File: config.mk
export PLATFORM = sky130hd
export DESIGN_NAME = multicycle_ctrl
export DESIGN_NICKNAME = d
export VERILOG_FILES = /design/src/rtl/mips_pkg.sv /design/src/rtl/multicycle_outdec.sv /design/src/rtl/multicycle_ctrl.sv
export SDC_FILE = /design/constraint.sdc
export NUM_CORES = 1
export LEC_CHECK = 0
export ABC_AREA = 1
export CAP_MARGIN = 20
export CORE_AREA = 2 2 47 49
export CTS_CLUSTER_DIAMETER = 60
export CTS_CLUSTER_SIZE = 24
export DETAILED_ROUTE_END_ITERATION = 6
export DIE_AREA = 0 0 49 51
export GPL_TIMING_DRIVEN = 1
export HOLD_SLACK_MARGIN = 0.08
export PLACE_DENSITY = 0.71
export REMOVE_ABC_BUFFERS = 1
export SETUP_SLACK_MARGIN = 0.02
export SYNTH_ARGS = -nofsm -noshare
export SYNTH_HDL_FRONTEND = slang
export SYNTH_SLANG_ARGS = --single-unit
File: constraint.sdc
create_clock -name clk -period 1.6 [get_ports clk]
set_clock_uncertainty 0.15 [all_clocks]
set_input_delay 0.16 -clock clk [delete_from_list [all_inputs] [get_ports clk]]
set_output_delay 0.16 -clock clk [all_outputs]
set_load 0.01 [all_outputs]
File: src/rtl/mips_pkg.sv
// Shared definitions for the multicycle MIPS control path:
// opcodes, FSM state encoding and datapath select codes.
package mips_pkg;

   localparam logic [5:0] OP_RTYPE = 6'b000000;
   localparam logic [5:0] OP_LW    = 6'b100011;
   localparam logic [5:0] OP_SW    = 6'b101011;
   localparam logic [5:0] OP_BEQ   = 6'b000100;
   localparam logic [5:0] OP_ADDI  = 6'b001000;
   localparam logic [5:0] OP_J     = 6'b000010;

   typedef enum logic [3:0] {
      S_FETCH   = 4'd0,
      S_DECODE  = 4'd1,
      S_MEMADR  = 4'd2,
      S_MEMRD   = 4'd3,
      S_MEMWB   = 4'd4,
      S_MEMWR   = 4'd5,
      S_EXECUTE = 4'd6,
      S_ALUWB   = 4'd7,
      S_BRANCH  = 4'd8,
      S_ADDIEX  = 4'd9,
      S_ADDIWB  = 4'd10,
      S_JUMP    = 4'd11,
      S_TRAP    = 4'd15
   } state_e;

   localparam logic [1:0] SRCB_B     = 2'b00;
   localparam logic [1:0] SRCB_FOUR  = 2'b01;
   localparam logic [1:0] SRCB_IMM   = 2'b10;
   localparam logic [1:0] SRCB_IMMSH = 2'b11;

   localparam logic [1:0] PC_ALU    = 2'b00;
   localparam logic [1:0] PC_ALUOUT = 2'b01;
   localparam logic [1:0] PC_JUMP   = 2'b10;

   localparam logic [1:0] ALU_ADD   = 2'b00;
   localparam logic [1:0] ALU_SUB   = 2'b01;
   localparam logic [1:0] ALU_FUNCT = 2'b10;

   typedef struct packed {
      logic       pcwrite;
      logic       branch;
      logic       irwrite;
      logic       iord;
      logic       memwrite;
      logic       memtoreg;
      logic       regdst;
      logic       regwrite;
      logic       alusrca;
      logic [1:0] alusrcb;
      logic [1:0] pcsrc;
      logic [1:0] aluop;
   } ctrl_t;

   // States that hold a memory access open until mem_ready
   function automatic logic is_mem_state(input state_e s);
      return (s == S_FETCH) || (s == S_MEMRD) || (s == S_MEMWR);
   endfunction

endpackage

File: src/rtl/multicycle_outdec.sv
// Pure state -> control-word table for the multicycle controller.
// Fetch-phase handshake gating is applied by the parent.
module multicycle_outdec
   import mips_pkg::*;
(
   input  state_e s,
   output ctrl_t  cw
);

   always_comb begin
      cw = '0;
      unique case (s)
         S_FETCH: begin
            cw.pcwrite = 1'b1;
            cw.irwrite = 1'b1;
            cw.alusrcb = SRCB_FOUR;
            cw.aluop   = ALU_ADD;
            cw.pcsrc   = PC_ALU;
         end
         S_DECODE: begin
            cw.alusrcb = SRCB_IMMSH;
            cw.aluop   = ALU_ADD;
         end
         S_MEMADR: begin
            cw.alusrca = 1'b1;
            cw.alusrcb = SRCB_IMM;
            cw.aluop   = ALU_ADD;
         end
         S_MEMRD: begin
            cw.iord = 1'b1;
         end
         S_MEMWB: begin
            cw.memtoreg = 1'b1;
            cw.regwrite = 1'b1;
         end
         S_MEMWR: begin
            cw.iord     = 1'b1;
            cw.memwrite = 1'b1;
         end
         S_EXECUTE: begin
            cw.alusrca = 1'b1;
            cw.alusrcb = SRCB_B;
            cw.aluop   = ALU_FUNCT;
         end
         S_ALUWB: begin
            cw.regdst   = 1'b1;
            cw.regwrite = 1'b1;
         end
         S_BRANCH: begin
            cw.alusrca = 1'b1;
            cw.alusrcb = SRCB_B;
            cw.aluop   = ALU_SUB;
            cw.pcsrc   = PC_ALUOUT;
            cw.branch  = 1'b1;
         end
         S_ADDIEX: begin
            cw.alusrca = 1'b1;
            cw.alusrcb = SRCB_IMM;
            cw.aluop   = ALU_ADD;
         end
         S_ADDIWB: begin
            cw.regwrite = 1'b1;
         end
         S_JUMP: begin
            cw.pcsrc   = PC_JUMP;
            cw.pcwrite = 1'b1;
         end
         default: ;
      endcase
   end

endmodule

File: src/rtl/multicycle_ctrl.sv
// Main control FSM of the multicycle MIPS core, with a memory-stall
// watchdog and illegal-opcode trap.
module multicycle_ctrl
   import mips_pkg::*;
#(
   parameter int unsigned TIMEOUT = 16
)
(
   input  logic       clk,
   input  logic       reset_n,
   input  logic [5:0] op,
   input  logic       zero,
   input  logic       mem_ready,
   output logic       pcwrite,
   output logic       branch,
   output logic       irwrite,
   output logic       iord,
   output logic       memwrite,
   output logic       memtoreg,
   output logic       regdst,
   output logic       regwrite,
   output logic       alusrca,
   output logic [1:0] alusrcb,
   output logic [1:0] pcsrc,
   output logic [1:0] aluop,
   output logic       trap,
   output logic [3:0] state
);

   localparam int unsigned CW = (TIMEOUT > 2) ? $clog2(TIMEOUT) : 1;
   localparam logic [CW-1:0] CNT_LAST = CW'(TIMEOUT - 1);

   state_e        state_q, state_d;
   logic [CW-1:0] cnt_q, cnt_d;
   logic          mem_st;
   logic          stalled;
   logic          timeout;
   logic          fetch_ok;
   ctrl_t         cw;
   logic          unused_zero;

   always_comb begin
      mem_st  = is_mem_state(state_q);
      stalled = mem_st && !mem_ready;
      timeout = (TIMEOUT != 0) && stalled && (cnt_q == CNT_LAST);
      cnt_d   = stalled ? cnt_q + CW'(1) : '0;
      state_d = state_q;
      unique case (state_q)
         S_FETCH:   if (mem_ready) state_d = S_DECODE;
         S_DECODE: begin
            unique case (op)
               OP_LW, OP_SW: state_d = S_MEMADR;
               OP_RTYPE:     state_d = S_EXECUTE;
               OP_BEQ:       state_d = S_BRANCH;
               OP_ADDI:      state_d = S_ADDIEX;
               OP_J:         state_d = S_JUMP;
               default:      state_d = S_TRAP;
            endcase
         end
         S_MEMADR:  state_d = (op == OP_LW) ? S_MEMRD : S_MEMWR;
         S_MEMRD:   if (mem_ready) state_d = S_MEMWB;
         S_MEMWB:   state_d = S_FETCH;
         S_MEMWR:   if (mem_ready) state_d = S_FETCH;
         S_EXECUTE: state_d = S_ALUWB;
         S_ALUWB:   state_d = S_FETCH;
         S_BRANCH:  state_d = S_FETCH;
         S_ADDIEX:  state_d = S_ADDIWB;
         S_ADDIWB:  state_d = S_FETCH;
         S_JUMP:    state_d = S_FETCH;
         S_TRAP:    state_d = S_TRAP;
         default:   state_d = S_TRAP;
      endcase
      // A ready on the last allowed cycle still takes the normal exit
      if (timeout) state_d = S_TRAP;
   end

   always_ff @(posedge clk or negedge reset_n) begin
      if (!reset_n) begin
         state_q <= S_FETCH;
         cnt_q   <= '0;
      end else begin
         state_q <= state_d;
         cnt_q   <= cnt_d;
      end
   end

   multicycle_outdec u_outdec (
      .s  (state_q),
      .cw (cw)
   );

   assign fetch_ok = (state_q != S_FETCH) || mem_ready;

   // Write enables are forced low for as long as reset is held
   assign pcwrite  = reset_n & cw.pcwrite & fetch_ok;
   assign irwrite  = reset_n & cw.irwrite & fetch_ok;
   assign branch   = reset_n & cw.branch;
   assign memwrite = reset_n & cw.memwrite;
   assign regwrite = reset_n & cw.regwrite;
   assign iord     = cw.iord;
   assign memtoreg = cw.memtoreg;
   assign regdst   = cw.regdst;
   assign alusrca  = cw.alusrca;
   assign alusrcb  = cw.alusrcb;
   assign pcsrc    = cw.pcsrc;
   assign aluop    = cw.aluop;
   assign trap     = (state_q == S_TRAP);
   assign state    = state_q;

   assign unused_zero = zero;

endmodule

* Word-level counts from Yosys, hierarchy flattened *
Index checks and enable logic that the tools add are counted.

word-level totals
  register bits = 8
  word-level logic and storage cells = 68

cells by class
  $add $sub $neg = 1
  equality and inequality tests = 21
  muxes and demuxes = 20
  bitwise logic cells = 7
  reduce and logical (&&, ||, !) cells = 17

operator list
  operator             count
  $pmux 4 s8           1
  $eq 4x4->1 const B   6
  $mux 4               5
  $pmux 4 s5           1
  $eq 4x3->1 const B   4
  $eq 6x6->1 const B   2
  $mux 1               9
  $ne 3x3->1 const B   3
  $eq 4x2->1 const B   2
  $pmux 2 s2           2
  $reduce_or 2->1      4
  $and 1x1->1          7
  $eq 6x2->1 const B   1
  $eq 6x3->1 const B   1
  $eq 6x4->1 const B   1
  $logic_not 6->1      1
  $pmux 2 s3           1
  $reduce_or 5->1      1
  $add 4x1->4 const B  1
  $eq 4x1->1 const B   1
  $logic_not 4->1      1
  $reduce_bool 4->1    1
  $reduce_or 4->1      1
  $logic_or 1x1->1     3
  other kinds (5)      6

* Longest topological paths before layout *
Gate-level depths: netlist of the first run.

  depth after elaboration = 7
  depth in mapped cells = 9

* Hierarchy *
Synthesis of the first run repeated with hierarchy kept, for this count alone.

unflattened totals
  cells, all modules = 145
  area total of the unflattened synthesis = 818.3 µm²

by module, submodules not included
  module             instances  cells each  area each (µm²)  sequential area each (µm²)
  multicycle_ctrl    1          108         654.4            200.2
  multicycle_outdec  1          37          163.9            0.0

* Least setup slack after synthesis of the first run *
No wires, ideal clock.

  path type = flip-flop to output port
  start = register state_q[1], in the netlist state[1]
  end = output port pcsrc[0]
  arrival time = 1.118 ns
  data required time = 1.290 ns
  setup slack = 0.172 ns
  cell stages (with the launch flop) = 5
  buffers on the path = 1
  cell sequence = dfrtp_1 -> nor2_1 -> inv_1 -> nor2_1 -> buf_4

on the way
  word-level cells in the longest chain between the ends = 2
  elaborated cells on any way between the ends = 3
  classes of those cells = 2 x eq/ne; 1 x mux

RTL lines
  element                 line                     source
  start, declared         multicycle_ctrl.sv:33    state_e state_q, state_d;
  start signal, assigned  multicycle_ctrl.sv:82    state_q <= state_d;
  $eq 4x4->1              multicycle_outdec.sv:12  unique case (s)
  $pmux 2 s2 (*)          multicycle_outdec.sv:12
  end, declared           multicycle_ctrl.sv:24    output logic [1:0] pcsrc,

Mark *: on every way between the ends. The rest lies on a longest branch, timed or not.

* Worst setup path in the final report of the first run *
  start = register state_q[1], in the netlist state[1]
  end = output port regwrite

on the way
  word-level cells in the longest chain between the ends = 4
  elaborated cells on any way between the ends = 6
  classes of those cells = 3 x eq/ne; 1 x mux; 1 x bitwise; 1 x reduce/logical

RTL lines
  element                                   line                     source
  $eq 4x3->1 or $eq 4x4->1 (tied branches)  multicycle_outdec.sv:12
  $reduce_or 3->1 (no source line) (*)      n/a
  $mux 1 (*)                                multicycle_outdec.sv:12
  $and 1x1->1 (*)                           multicycle_ctrl.sv:99    assign regwrite = reset_n & cw.regwrite;
  end, declared                             multicycle_ctrl.sv:21    output logic regwrite,

Marks and branches as above.

==> results.toml, run 1 <==
[status]
outcome = "finished with violations"
failing_checks = "setup timing"

[drt]
drt_drc_violations_left = 0
via_per_inst = 4.79
routed_wire_length_per_instance_um = 12.0
drt_iter0_markers = 10
drtPass1Iterations = 4
postRouteAntennaNets = 0
detail_route.wirelength_um = 2590
route.vias.total = 1034

[yosys]
yosysSeqAreaShare_pct = 27.7
number_of_enable_flip_flop_cells_after_synthesis = 0
ys_warn_count = 0
synth_ff_type = "sky130_fd_sc_hd__dfrtp_1"
asyncSetResetFlopFracSynth_pct = 100
avgSynthCellArea_um2 = 5.93
number_of_distinct_library_cells_after_synthesis = 21
synth_cells = 122
post_synth_instance_area_um2 = 723
ys_ff_latch = 8

[global_routing]
grt_start_max_net_pins = 9
gr-total-overflow = 0
grt_pass1_wl_um = 4010
initial_antenna_violation_count = 0
via_count_of_the_first_global_routing_pass = 979
grt_use_total_pct = 20.1

[timing]
worstMarginPinSlew_ns = 0.267
hold_viol = 0
setup-tns-final_ns = -0.917
maxClockFrequency_ghz = 0.575
rsz0062_at_grt = "true"
setup_slack_ns = -0.141
timing.slew.headroom_pct = 82.1
final-max-slew-violation-count = 0
total_of_endpoints_with_negative_setup_slack_in_the_final_report = 16
post-route-period-util_pct = 109
timing.final.crit_period_ns = 1.74
timing.hold.ws_ns = 0.252

[setup_path]
worst-setup-path-type = "reg2out"
number_of_cell_instances_on_the_worst_register_to_register_path = 10
cp_data_arrival_time_ns = 1.43
slack_of_the_worst_reg_to_reg_path_ns = -0.12
worst_ep_required_time_ns = 1.29
critical_path_peak_fanout = 5
critPathCaptureType = "primary output"
start_kind = "flop"

[cts]
tritoncts_clock_tree = "yes"
cts-htree-levels = 1
clkSinkCount = 8
cts.root.buffer_cell = "sky130_fd_sc_hd__clkbuf_4"
max-clock-path-buffers = 2
cts_inserted_buffers = 3
worst_skew_pair.late_latency_ns = 0.26
clkSlewWorstSetupHoldPaths_ns = 0.06
post_cts_hold_buffer_count = 0

[power_and_ir_drop]
p_switching_uw = 104
vdd_drop_max_uv = 334
clkPwrFrac_pct = 38.1
internal_pwr_total_uw = 318
pwr-share-seq_pct = 47.9
static-leakage-power_uw = 0.000708
sw_frac_of_total_pct = 24.6
power_density_nw_per_um2 = 299
comb_power_share_pct = 14.0

[floorplan]
fp-row-count = 17
dieArea_um2 = 2500
initial_cell_density_of_the_core_pct = 35.1
core_area_um2 = 2060
dieWidth_um = 49
die_ht_um = 51
num_io_pins = 30

[hold_path]
holdCritPathClass = "in2async"

[finish]
antenna-diode-count = 0
area_growth_syn_to_layout_pct = 95.3
stdcell_area_um2 = 1410
drive_above_1_share_pct = 51.1
layout.nets = 201

[placed_design]
io_buffers = 28
finalWeightedCongestion = 0.835
placedInstanceArea_um2 = 1240
dp_hpwl_um = 1770

[job]
cap_violations = 0
-- power by group through the flow --
stage | registers, µW | clock network (µW) | logic (µW)
floorplan | 206 | 0 | 18.7
global placement | 206 | 0 | 55.6
detailed placement | 206 | 0 | 57.1
CTS | 202 | 161 | 57.8
global route | 202 | 170 | 65.2
finish | 202 | 161 | 59.0
-- placed cells by master, fill, tap and decap left out, types with 5 or more instances in the layout --
| cell type | n |
|---|---|
| sky130_fd_sc_hd__buf_4 | 31 |
| sky130_fd_sc_hd__inv_2 | 5 |
| sky130_fd_sc_hd__nand3_1 | 7 |
| sky130_fd_sc_hd__inv_1 | 13 |
| sky130_fd_sc_hd__buf_6 | 10 |
| sky130_fd_sc_hd__nor2_1 | 23 |
| sky130_fd_sc_hd__nand2_1 | 19 |
| sky130_fd_sc_hd__buf_2 | 8 |
| sky130_fd_sc_hd__clkdlybuf4s50_1 | 8 |
| sky130_fd_sc_hd__nor2_4 | 6 |
| sky130_fd_sc_hd__nor2_2 | 10 |
| sky130_fd_sc_hd__nand2_2 | 5 |
-- cells in the mapped netlist, types with 2 or more instances --
cell type | count | share of area, %
sky130_fd_sc_hd__o21ai_0 | 2 | 1.4
sky130_fd_sc_hd__nand4_1 | 4 | 3.5
sky130_fd_sc_hd__a21oi_2 | 2 | 2.4
sky130_fd_sc_hd__dfrtp_1 | 8 | 28
sky130_fd_sc_hd__nor2_2 | 2 | 1.7
sky130_fd_sc_hd__nand2_2 | 2 | 1.7
sky130_fd_sc_hd__o31ai_1 | 2 | 2.1
sky130_fd_sc_hd__inv_1 | 18 | 9.3
sky130_fd_sc_hd__nor3_1 | 2 | 1.4
sky130_fd_sc_hd__nor2_1 | 37 | 19
sky130_fd_sc_hd__a21oi_1 | 3 | 2.1
sky130_fd_sc_hd__nand3_1 | 7 | 4.8
sky130_fd_sc_hd__nand2_1 | 25 | 13
-- sequential cells by signal, summed over array words and instances, names as in the netlist --
name   count
state      4
cnt_q      4
-- repair_timing --
| action | in CTS | in global routing |
|---|---|---|
| buffers inserted | 5 | 3 |
| pin swaps | 4 | 5 |
| setup endpoints to repair | 27 | 24 |
| gates cloned | 0 | 0 |
| resized for setup | 97 | 21 |
-- cell families after synthesis --
| family | Yosys count | synth area share (%) |
|---|---|---|
| compound gates | 11 | 9.86 |
| xor+xnor | 1 | 1.21 |
| fa+ha+maj | 1 | 1.73 |
| buf+inv | 20 | 11.2 |
| flops | 8 | 27.7 |
| simple gates | 81 | 48.3 |
-- final timing paths --
check,start,end
max in group asynchronous,reset_n,state[1]
min in group clk,cnt_q[0],cnt_q[0]
setup / recovery,state[1],regwrite
hold / removal,reset_n,cnt_q[1]
hold reg to reg,cnt_q[0],cnt_q[0]
setup reg to reg,state[1],state[0]
-- through the flow --
step | util (%) | instances | setup WS (ns) | power (µW)
detailed placement | 60.2 | 205 | -0.297 | 263
global placement | 60.2 | 205 | -0.285 | 262
floorplan | - | 121 | 0.0734 | 225
CTS | 64.5 | 213 | -0.0955 | 421
finish | 68.5 | 216 | -0.141 | 422
global route | 68.5 | 216 | -0.205 | 438
-- layout make-up --
type | instances | area (µm²)
Fill cell | 170 | 651
Multi-Input combinational cell | 94 | 553
Sequential cell | 8 | 205
Tap cell | 28 | 35.0
Inverter | 19 | 73.8
Clock buffer | 3 | 22.5
Timing Repair Buffer | 64 | 523
-- metal layers --
| layer | vias up | GRT usage, % | wire [µm] |
|---|---|---|---|
| met2 | 20 | 40.9 | 1510 |
| met5 | - | 0 | 0 |
| met1 | 495 | 21.7 | 1010 |
| met4 | 0 | 2.86 | 0 |
| li1 | 519 | - | - |
| met3 | 0 | 4.09 | 69 |
-- critical path, cell delays in order, from the launching register on --
cell and delay [ns]:
sky130_fd_sc_hd__dfrtp_2 0.47, sky130_fd_sc_hd__buf_6 0.14, sky130_fd_sc_hd__nor2_4 0.10, sky130_fd_sc_hd__inv_2 0.08, sky130_fd_sc_hd__nor2_4 0.14, sky130_fd_sc_hd__o31ai_2 0.07, sky130_fd_sc_hd__inv_1 0.06, sky130_fd_sc_hd__buf_2 0.12
(Power assumes the default switching activity.)
==> run 2, diff against run 1 <==
clock period = 1.7 ns   (was 1.6 ns; I/O delays follow)
==> results.toml, run 2 (synthesized netlist as in run 1, its figures left out) <==
[timing]
worstMarginPinSlew_ns = 0.275
hold_viol = 0
timing.slew.headroom_pct = 81.6
final-max-slew-violation-count = 0
maxClockFrequency_ghz = 0.578
setup_slack_ns = -0.0292
rsz0062_at_grt = "true"
post-route-period-util_pct = 102
timing.final.crit_period_ns = 1.73
total_of_endpoints_with_negative_setup_slack_in_the_final_report = 4
timing.hold.ws_ns = 0.217

[finish]
layout.nets = 200
commonest_cells_after_routing_fill_and_taps_aside = "sky130_fd_sc_hd__buf_4, sky130_fd_sc_hd__nor2_1, sky130_fd_sc_hd__nand2_1, sky130_fd_sc_hd__inv_1, sky130_fd_sc_hd__nor2_2"
stdcell_count = 215
n_fill_cell = 179
area_growth_syn_to_layout_pct = 93.1
layout_commonest_cell = "sky130_fd_sc_hd__buf_4"
drive_above_1_share_pct = 51.3
antenna-diode-count = 0

[cts]
tritoncts_clock_tree = "yes"
max-clock-path-buffers = 2
worst_skew_pair.late_latency_ns = 0.24
clkSinkCount = 8
clkSlewWorstSetupHoldPaths_ns = 0.05
cts-htree-levels = 1
cts.root.buffer_cell = "sky130_fd_sc_hd__clkbuf_4"
post_cts_hold_buffer_count = 0
cts_inserted_buffers = 3

[drt]
postRouteAntennaNets = 0
detail_route.wirelength_um = 2630
routed_wire_length_per_instance_um = 12.2
route.vias.total = 1022
drt_iter0_markers = 23
drt_drc_violations_left = 0
drtPass1Iterations = 6
via_per_inst = 4.75

[setup_path]
cp_slowest_stage_delay_ns = 0.46
worst_ep_required_time_ns = 1.38
critPathCaptureType = "primary output"
start_kind = "flop"
worst-setup-path-type = "reg2out"
critical_path_peak_fanout = 5
critical_path.slowest_cell = "sky130_fd_sc_hd__dfrtp_2"
timing.critical_path.cells = "buf_4 -> nor2_4 -> nand2_1 -> o21ai_1 -> o31ai_1 -> buf_2"
cp_data_arrival_time_ns = 1.41

[power_and_ir_drop]
static-leakage-power_uw = 0.000698
internal_pwr_total_uw = 296
p_switching_uw = 84.8
sw_frac_of_total_pct = 22.2
pwr-share-seq_pct = 50.0
clkPwrFrac_pct = 36.5
post-layout-total-power_uw = 381
power_density_nw_per_um2 = 273
comb_power_share_pct = 13.5
vdd_drop_max_uv = 303

[placed_design]
finalWeightedCongestion = 0.812
dp_hpwl_um = 1720
pre_cts_ws_ns = -0.234
placed_cells_incl_taps = 200
io_buffers = 28

[global_routing]
via_count_of_the_first_global_routing_pass = 870
gr-total-overflow = 0
grt_start_max_net_pins = 9
grt_use_total_pct = 17.7
grt_pass1_wl_um = 3530
initial_antenna_violation_count = 0

[job]
cap_violations = 0

[status]
failing_checks = "setup timing"
outcome = "finished with violations"

[floorplan]
die_ht_um = 51
dieWidth_um = 49
dieArea_um2 = 2500
initial_cell_density_of_the_core_pct = 35.1
num_io_pins = 30
fp-row-count = 17
core_area_um2 = 2060

[hold_path]
holdCritPathClass = "in2async"
[run 2: cell count changes in the layout (fill, tap and decap cells not counted), sizes merged]
| cell | previous run | this run |
|---|---|---|
| buf | 49 | 44 |
| clkbuf | 5 | 11 |
| clkdlybuf4s15 | 2 | 1 |
| dlygate4sd2 | 3 | 1 |
| dlymetal6s2s | 0 | 1 |
[run 2: through the flow]
step | TNS [ns] | util, % | cell area (µm²)
global placement | -1.26 | 58.3 | 1200
finish | -0.0606 | 67.7 | 1400
CTS | -0.133 | 62.9 | 1300
detailed placement | -1.47 | 58.3 | 1200
global route | -0.684 | 67.7 | 1400
floorplan | 0 | - | 716
[run 2: layout make-up]
type / count / area (µm²) / area share (%)
clock buffers: 3 / 22.5 / 1.61
inverters: 19 / 78.8 / 5.65
multi-input cells: 94 / 577 / 41.3
flip-flops and latches: 8 / 205 / 14.7
well taps: 28 / 35.0 / 2.51
repair buffers: 63 / 478 / 34.2
[run 2: timing repair]
item,in CTS,in global routing
setup buffers,8,4
gates resized for setup,54,55
setup endpoints to repair,17,20
pin swaps,4,8
[run 2: path summary, 6_finish.rpt]
check	start	slack, ns	cells after the start	endpoint
hold reg to reg	cnt_q[0]	0.30	1	cnt_q[0]
setup reg to reg	state[3]	-0.01	10	state[2]
hold / removal	reset_n	0.22	2	cnt_q[0]
setup / recovery	state[3]	-0.03	6	pcwrite
min in group clk	cnt_q[0]	0.30	1	cnt_q[0]
max in group asynchronous	reset_n	1.04	2	state[1]
[run 2: metal layers]
metal | share of wire, % | GRT usage (%) | vias to the layer above | routed length, µm
li1 | - | - | 516 | -
met1 | 41 | 20.8 | 467 | 1070
met2 | 54 | 34.0 | 37 | 1420
met3 | 4.9 | 3.22 | 2 | 128
met4 | 0.53 | 2.86 | 0 | 14
met5 | 0 | 0 | - | 0
[run 2: worst max-delay path: cells and delay by family (launching register included)]
kind	cells	cell delay, ns
AOI/OAI and AO/OA	2	0.21
buffers and inverters	2	0.30
DFF	1	0.46
and+or+nand+nor	2	0.19
[run 2: power by group through the flow]
stage / clock, µW / sequential [µW] / combinational (µW)
final: 139 / 190 / 51.5
after global routing: 161 / 190 / 57.0
after CTS: 141 / 191 / 50.7
after detailed placement: 0 / 194 / 50.4
after global placement: 0 / 194 / 48.8
after floorplan: 0 / 194 / 17.6
